[src/rtl/nta_pkg.sv]
// nta_pkg: shared states, AXI response codes and completion codes for the rv_axil_bridge.
package nta_pkg;
  typedef enum logic [2:0] {IDLE, RD_ADDR, RD_DATA, WR, WR_RESP, DONE} state_t;
  localparam logic [1:0] OKAY    = 2'b00;
  localparam logic [1:0] EXOKAY  = 2'b01;
  localparam logic [1:0] SLVERR  = 2'b10;
  localparam logic [1:0] DECERR  = 2'b11;
  localparam logic [1:0] MD_NONE = 2'b00;
  localparam logic [1:0] MD_RD   = 2'b01;
  localparam logic [1:0] MD_WR   = 2'b10;
  localparam logic [1:0] MD_TO   = 2'b11;
  function automatic logic resp_err(input logic [1:0] resp);
    return resp == SLVERR || resp == DECERR;
  endfunction
endpackage

[src/rtl/nta_watchdog.sv]
// nta_watchdog: counts busy cycles of one transaction and flags expiry on the last allowed cycle.
module nta_watchdog #(
  parameter int TIMEOUT_CYCLES = 255
) (
  input  logic aclk,
  input  logic reset,
  input  logic busy,
  output logic expired
);
  logic [15:0] cnt;
  always_ff @(posedge aclk or posedge reset) begin
    if (reset) cnt <= '0;
    else cnt <= busy ? cnt + 16'd1 : '0;
  end
  // cnt holds the number of busy cycles already elapsed, so this fires in the TIMEOUT_CYCLES-th one
  assign expired = busy && cnt == 16'(TIMEOUT_CYCLES - 1);
endmodule

[src/rtl/rv_axil_bridge.sv]
// rv_axil_bridge: RISC-V native memory port to AXI4-Lite master, one transaction at a time.
// Optional watchdog timeout enabled by defining NTA_TIMEOUT_EN.
module rv_axil_bridge
  import nta_pkg::*;
#(
  parameter int ADDR_W = 32,
  parameter int DATA_W = 32,
  parameter int TIMEOUT_CYCLES = 255
) (
  input  logic                aclk,
  input  logic                reset,
  input  logic                rv_m_valid,
  input  logic                rv_m_rw,
  input  logic [ADDR_W-1:0]   rv_m_addr,
  input  logic [DATA_W-1:0]   rv_m_wrdata,
  input  logic [DATA_W/8-1:0] rv_m_wstrb,
  output logic                rv_m_ready,
  output logic [DATA_W-1:0]   rv_m_rdata,
  output logic                rv_m_err,
  output logic [1:0]          mem_done,
  output logic [ADDR_W-1:0]   ar_addr,
  output logic [2:0]          ar_prot,
  output logic                ar_valid,
  input  logic                ar_ready,
  input  logic [DATA_W-1:0]   r_data,
  input  logic [1:0]          r_resp,
  input  logic                r_valid,
  output logic                r_ready,
  output logic [ADDR_W-1:0]   aw_addr,
  output logic [2:0]          aw_prot,
  output logic                aw_valid,
  input  logic                aw_ready,
  output logic [DATA_W-1:0]   w_data,
  output logic [DATA_W/8-1:0] w_strb,
  output logic                w_valid,
  input  logic                w_ready,
  input  logic [1:0]          b_resp,
  input  logic                b_valid,
  output logic                b_ready
);
  state_t state, state_n;
  logic aw_done, w_done, aw_done_n, w_done_n, expired;
  logic ar_valid_n, r_ready_n, aw_valid_n, w_valid_n, b_ready_n, ready_n, err_n;
  logic [ADDR_W-1:0] ar_addr_n, aw_addr_n;
  logic [DATA_W-1:0] w_data_n, rdata_n;
  logic [DATA_W/8-1:0] w_strb_n;
  logic [1:0] md_n;

  assign ar_prot = 3'b000;
  assign aw_prot = 3'b000;

`ifdef NTA_TIMEOUT_EN
  logic busy;
  assign busy = state != IDLE && state != DONE;
  nta_watchdog #(.TIMEOUT_CYCLES(TIMEOUT_CYCLES)) u_wd (.aclk(aclk), .reset(reset), .busy(busy), .expired(expired));
`else
  assign expired = 1'b0;
`endif

  always_comb begin
    state_n = state;
    aw_done_n = aw_done;
    w_done_n = w_done;
    ar_addr_n = ar_addr;
    aw_addr_n = aw_addr;
    w_data_n = w_data;
    w_strb_n = w_strb;
    ar_valid_n = ar_valid;
    r_ready_n = r_ready;
    aw_valid_n = aw_valid;
    w_valid_n = w_valid;
    b_ready_n = b_ready;
    ready_n = 1'b0;
    md_n = MD_NONE;
    rdata_n = rv_m_rdata;
    err_n = rv_m_err;
    case (state)
      IDLE: if (rv_m_valid) begin
        ar_addr_n = rv_m_addr;
        aw_addr_n = rv_m_addr;
        w_data_n = rv_m_wrdata;
        w_strb_n = rv_m_wstrb;
        aw_done_n = 1'b0;
        w_done_n = 1'b0;
        if (!rv_m_rw) begin
          state_n = RD_ADDR;
          ar_valid_n = 1'b1;
        end else if (|rv_m_wstrb) begin
          state_n = WR;
          aw_valid_n = 1'b1;
          w_valid_n = 1'b1;
        end else begin
          state_n = DONE;
          ready_n = 1'b1;
          md_n = MD_WR;
          err_n = 1'b0;
          rdata_n = '0;
        end
      end
      RD_ADDR: if (ar_ready) begin
        ar_valid_n = 1'b0;
        r_ready_n = 1'b1;
        state_n = RD_DATA;
      end
      RD_DATA: if (r_valid) begin
        r_ready_n = 1'b0;
        rdata_n = r_data;
        err_n = resp_err(r_resp);
        ready_n = 1'b1;
        md_n = MD_RD;
        state_n = DONE;
      end
      WR: begin
        aw_done_n = aw_done | (aw_valid & aw_ready);
        w_done_n = w_done | (w_valid & w_ready);
        aw_valid_n = !aw_done_n;
        w_valid_n = !w_done_n;
        if (aw_done_n && w_done_n) begin
          state_n = WR_RESP;
          b_ready_n = 1'b1;
        end
      end
      WR_RESP: if (b_valid) begin
        b_ready_n = 1'b0;
        err_n = resp_err(b_resp);
        rdata_n = '0;
        ready_n = 1'b1;
        md_n = MD_WR;
        state_n = DONE;
      end
      default: state_n = IDLE;
    endcase
    if (expired) begin
      ar_valid_n = 1'b0;
      r_ready_n = 1'b0;
      aw_valid_n = 1'b0;
      w_valid_n = 1'b0;
      b_ready_n = 1'b0;
      ready_n = 1'b1;
      md_n = MD_TO;
      err_n = 1'b1;
      rdata_n = '0;
      state_n = DONE;
    end
  end

  always_ff @(posedge aclk or posedge reset) begin
    if (reset) begin
      state <= IDLE;
      aw_done <= 1'b0;
      w_done <= 1'b0;
      ar_addr <= '0;
      aw_addr <= '0;
      w_data <= '0;
      w_strb <= '0;
      ar_valid <= 1'b0;
      r_ready <= 1'b0;
      aw_valid <= 1'b0;
      w_valid <= 1'b0;
      b_ready <= 1'b0;
      rv_m_ready <= 1'b0;
      mem_done <= MD_NONE;
      rv_m_rdata <= '0;
      rv_m_err <= 1'b0;
    end else begin
      state <= state_n;
      aw_done <= aw_done_n;
      w_done <= w_done_n;
      ar_addr <= ar_addr_n;
      aw_addr <= aw_addr_n;
      w_data <= w_data_n;
      w_strb <= w_strb_n;
      ar_valid <= ar_valid_n;
      r_ready <= r_ready_n;
      aw_valid <= aw_valid_n;
      w_valid <= w_valid_n;
      b_ready <= b_ready_n;
      rv_m_ready <= ready_n;
      mem_done <= md_n;
      rv_m_rdata <= rdata_n;
      rv_m_err <= err_n;
    end
  end
endmodule

[config.mk]
export PLATFORM = sky130hd
export DESIGN_NAME = rv_axil_bridge
export DESIGN_NICKNAME = d
export VERILOG_FILES = /design/src/rtl/nta_pkg.sv /design/src/rtl/nta_watchdog.sv /design/src/rtl/rv_axil_bridge.sv
export SDC_FILE = /design/constraint.sdc
export NUM_CORES = 1
export LEC_CHECK = 0
export CAP_MARGIN = 25
export CORE_MARGIN = 5
export CORE_UTILIZATION = 39
export CTS_CLUSTER_SIZE = 8
export DETAILED_ROUTE_END_ITERATION = 7
export PLACE_DENSITY = 0.81
export SYNTH_ARGS = -nofsm -noshare
export SYNTH_HDL_FRONTEND = slang
export SYNTH_SLANG_ARGS = --single-unit
[constraint.sdc]
create_clock -name aclk -period 4.5 [get_ports aclk]
set_clock_uncertainty 0.1 [all_clocks]
set_input_delay 0.9 -clock aclk [delete_from_list [all_inputs] [get_ports aclk]]
set_output_delay 0.9 -clock aclk [all_outputs]
set_load 0.05 [all_outputs]
After elaboration in Yosys (flattened, before gate mapping)
Index checks and enable logic that the tools add are counted.
{"block": "word_totals", "ff_bits": 114, "wordCells": 106, "inputBits": 113}
{"block": "classes", "n_bitwise": 4, "n_eq_ne": 17, "muxes": 50, "n_reduce_logical": 20}
{"operator": "$mux 32", "count": 5}
{"operator": "$pmux 32 s3", "count": 1}
{"operator": "$mux 1", "count": 22}
{"operator": "$mux 3", "count": 7}
{"operator": "$ne 2x2->1 const B", "count": 9}
{"operator": "$pmux 3 s5", "count": 1}
{"operator": "$pmux 1 s2", "count": 7}
{"operator": "$eq 2x2->1 const B", "count": 4}
{"operator": "$mux 2", "count": 4}
{"operator": "$reduce_and 4->1", "count": 2}
{"operator": "$reduce_bool 2->1", "count": 4}
{"operator": "$eq 3x2->1 const B", "count": 2}
{"operator": "$pmux 1 s3", "count": 2}
{"operator": "$pmux 2 s3", "count": 1}
{"operator": "$reduce_and 3->1", "count": 2}
{"operator": "$reduce_and 6->1", "count": 1}
{"operator": "$reduce_and 5->1", "count": 1}
{"operator": "$reduce_and 2->1", "count": 2}
{"operator": "$reduce_or 4->1", "count": 1}
{"operator": "$eq 3x1->1 const B", "count": 1}
{"operator": "$eq 3x3->1 const B", "count": 1}
{"operator": "$logic_not 3->1", "count": 1}
{"operator": "$reduce_bool 3->1", "count": 1}
{"operator": "$and 1x1->1", "count": 2}
{"operator": "4 further kinds", "count": 7}

Longest topological paths before layout
{"block": "depth", "ltp_word": 5, "mapped_depth": 7}

Least setup slack after synthesis
Ideal clock, no wire load.
{"block": "synth_timing", "kind": "in2reg", "startpoint": "input rv_m_wstrb[0]", "endpoint": "register rv_m_rdata[0]", "setup_ps": 121, "path_buffers": 2, "t_arrival_ps": 1901, "path_slack_ps": 2378, "stages": 6, "cell_sequence": "nor4_2 nand3_1 a21o_1 buf_6 buf_6 a22o_1"}
{"block": "synth_between", "elab_chain_cells": 3}
{"item": "start: declaration", "line_no": "rv_axil_bridge.sv:16", "text": "input logic [DATA_W/8-1:0] rv_m_wstrb,"}
{"item": "$reduce_or 4->1", "line_no": "rv_axil_bridge.sv:88", "text": "end else if (|rv_m_wstrb) begin"}
{"item": "$ne 2x2->1 (no line)"}
{"item": "$reduce_and 6->1 (no line)"}
{"item": "end signal: assignment", "line_no": "rv_axil_bridge.sv:180", "text": "rv_m_rdata <= rdata_n;"}
{"item": "end: declaration", "line_no": "rv_axil_bridge.sv:18", "text": "output logic [DATA_W-1:0] rv_m_rdata,"}
No other way between the ends.
A chain may end at the register's enable or synchronous reset.

Final worst setup path
{"block": "layout_timing", "startpoint": "input rv_m_valid", "endpoint": "register w_data[10]"}
{"block": "layout_between", "elab_chain_cells": 1}
{"item": "start: declaration", "line_no": "rv_axil_bridge.sv:12", "text": "input logic rv_m_valid,"}
{"item": "$reduce_and 2->1 (no line)"}
{"item": "end signal: assignment", "line_no": "rv_axil_bridge.sv:171", "text": "w_data <= w_data_n;"}
{"item": "end: declaration", "line_no": "rv_axil_bridge.sv:33", "text": "output logic [DATA_W-1:0] w_data,"}
No other way between the ends.

==> out/qor.csv <==
stage;metric;value;unit
outcome;outcome;finished, final reports clean;
power_and_ir_drop;Reg power frac;24.5;%
critical_path;Critical Path End;w_data[10];
synthesis;Syn Area/Cell;14.2;sq um
critical_path;R2R setup slack;2.25;ns
placement;DPL Wire Length;9510;microns
placement;final RePlAce weighted congestion;0.836;
power_and_ir_drop;overall power;7.25;mW
timing;f_max;0.374;GHz
placement;# port buffers;251;
power_and_ir_drop;Clk network pwr share;18.1;%
global_route;initial antenna violation count;0;
clocking;CTS H-tree depth;4;
synthesis;cell count after synthesis;331;
synthesis;dominant cells by area after synthesis;dfrtp_1, mux2_2, buf_4;
global_route;largest net degree at the start of global routing;72;
clocking;Root Driver;clkbuf_16;
critical_path;CP Data Arrival Time;2.86;ns
layout;Final #Nets;666;
critical_path;CP required;4.68;ns
clocking;CTS sink cnt;114;
detailed_routing;Final ANT Viol Nets;0;
power_and_ir_drop;VDD IR max;0.000385;V
timing;final setup fails;0;
timing;min Tclk post-route;2.68;ns
synthesis;top cells by count, synth;dfrtp_1, mux2_2, buf_4;
power_and_ir_drop;net switching power;3.46;mW
synthesis;mapped cell area;4710;sq um
die;die area;14400;sq um
die;Site Rows;40;
synthesis;EDFF count, synth;0;
synthesis;Yosys top cell area share;60.5;%
die;I/O pins;260;
timing;Worst Max-Slew Pin Slew;0.920;ns
detailed_routing;final wirelength;12800;microns
die;area of the core;11900;sq um
clocking;# resized after CTS;0;
clocking;CTS Buf Count;17;
placement;DP Cell Count;680;
layout;Post-Layout Cell Count;713;
layout;area grow syn2layout;61.8;%
synthesis;synthesized flop and latch total;114;
power_and_ir_drop;Switching Share;47.7;%
critical_path;critical path type;in -> reg;
synthesis;Synth cell types;34;
critical_path;startpoint types;input pin;
detailed_routing;Vias/cell;4.85;
detailed_routing;drt initial violations;181;
job;max_cap viols;0;
detailed_routing;via count;3459;
layout;ANT cells;0;
synthesis;count leader, synth;dfrtp_1;
die;die height;120;microns
power_and_ir_drop;Power Dens Cells;951;nW/um^2
clocking;clock slew at reported path FFs;0.06;ns
synthesis;leading area contributor after synthesis;dfrtp_1;
critical_path;crit end category;flop;
power_and_ir_drop;Leak;3.23;nW
layout;layout cells sized above 1;15.5;%
synthesis;Async SR Flop Fraction;100;%
timing;max_slew headroom;38.6;%
die;Starting Density;39.6;%
detailed_routing;drt wl/cell;17.9;microns
layout;fill count;967;
worst_hold_path;HP Class;reg -> reg;
synthesis;sequential element share of the synthesized area;60.5;%
power_and_ir_drop;combinational share of power;57.4;%
global_route;first-pass GRT wire length;19900;microns
die;Chip Width;120;microns
clocking;Max Buffers Root-to-Sink;2;
critical_path;CP startpoint;rv_m_valid;
timing;Setup TNS;0;ns
clocking;CTS tree;done;
clocking;worst-skew pair later-pin latency;0.40;ns
timing;Max Slew Vio Count;0;
global_route;Overflow after GRT;0;
synthesis;Post-synth top flop;dfrtp_1;
detailed_routing;# DRC;0;
power_and_ir_drop;Internal Pwr Total;3.79;mW
timing;RSZ-0062 raised after global routing;false;
global_route;GRT Total Usage;17.5;%
timing;final hold vios;0;
clocking;hold_buf cts;0;
critical_path;worst reg2reg path depth;3;
global_route;number of global-route vias before repair;3699;
timing;fin crit share;59.5;%
clocking;Post-CTS Setup Bufs;0;
layout;multi-input logic area;1410;sq um
critical_path;Worst Path Max Fanout;71;
synthesis;Syn. warnings;0;
layout;FF+latch area;2850;sq um
critical_path;Reg-to-Reg End;w_data[10];
detailed_routing;1st-pass router iterations;4;
critical_path;Worst R2R Start;state[0];
-- worst max-delay path, cell delays in order --
cell and delay [ns]:
clkdlybuf4s50_1 0.56, nand2b_4 0.09, nor3_4 0.10, buf_4 0.70
mux2_2 0.42
-- cells by family after synthesis --
logic type | synth area share [%]
compound gates | 9.16
buf+inv | 9.95
flops | 60.5
mux | 16.5
other cells | 0.0796
simple gates | 3.80
-- cell type report --
| class | instances | share of cell area [%] |
|---|---|---|
| clock buffers | 20 | 5.99 |
| clock inverters | 12 | 1.74 |
| inverters | 5 | 0.279 |
| multi-input cells | 161 | 18.5 |
| flip-flops and latches | 114 | 37.4 |
| well taps | 147 | 2.41 |
| repair buffers | 254 | 33.7 |
-- how the worst min path moves through the flow --
stage	start	to	slack, ns	cells after the start
2_1_floorplan	aw_done	aw_done	0.41	2
3_5_place_dp	w_data[7]	w_data[7]	0.37	1
6_report	w_data[3]	w_data[3]	0.38	1
3_3_place_gp	w_data[0]	w_data[0]	0.37	1
5_1_grt	w_data[29]	w_data[29]	0.41	1
4_1_cts	w_data[3]	w_data[3]	0.39	1
-- routing by layer --
metal | GRT usage (%) | up-vias | part of all wire, %
met2 | 31.5 | 153 | 53
met4 | 4.44 | 0 | 0.95
met3 | 6.03 | 11 | 7.0
met5 | 0 | - | 0
li1 | - | 1582 | -
met1 | 19.9 | 1713 | 39
-- registers in the layout (all words and copies together), names as in the netlist --
register,count
w_strb,4
rv_m_rdata,32
w_valid,1
b_ready,1
w_done,1
r_ready,1
aw_done,1
state,3
aw_valid,1
rv_m_ready,1
ar_valid,1
w_data,32
aw_addr,32
rv_m_err,1
mem_done,2
-- cell usage in the layout, fill, tap and decap left out, types with 6 or more instances in the layout --
| cell | count |
|---|---|
| a21oi_1 | 12 |
| a22o_1 | 32 |
| clkbuf_16 | 17 |
| clkdlybuf4s50_1 | 251 |
| clkinvlp_4 | 6 |
| conb_1 | 6 |
| dfrtp_1 | 114 |
| mux2_1 | 21 |
| mux2_2 | 48 |
| nand2_1 | 7 |
| nor2_1 | 6 |
-- power by group through the flow --
| stage | Sequential [mW] | Combinational (mW) | Clock [mW] |
|---|---|---|---|
| after floorplan | 3.19 | 1.59 | 0 |
| after global placement | 1.76 | 4.11 | 0 |
| after detailed placement | 1.79 | 4.16 | 0 |
| after CTS | 1.78 | 4.17 | 1.34 |
| after global routing | 1.84 | 4.31 | 1.40 |
| final | 1.78 | 4.16 | 1.31 |
-- through the flow --
step | utilization [%] | worst slack, ns | hold WS (ns) | cell area (sq um)
2_1_floorplan | - | 0.484 | 0.415 | 4730
3_3_place_gp | 58.8 | 1.36 | 0.371 | 7010
3_5_place_dp | 58.8 | 1.31 | 0.374 | 7010
4_1_cts | 63.8 | 1.72 | 0.389 | 7600
5_1_grt | 64.0 | 1.75 | 0.413 | 7620
6_report | 64.0 | 1.82 | 0.383 | 7620
Note: power is estimated with default switching activity, not from simulation.
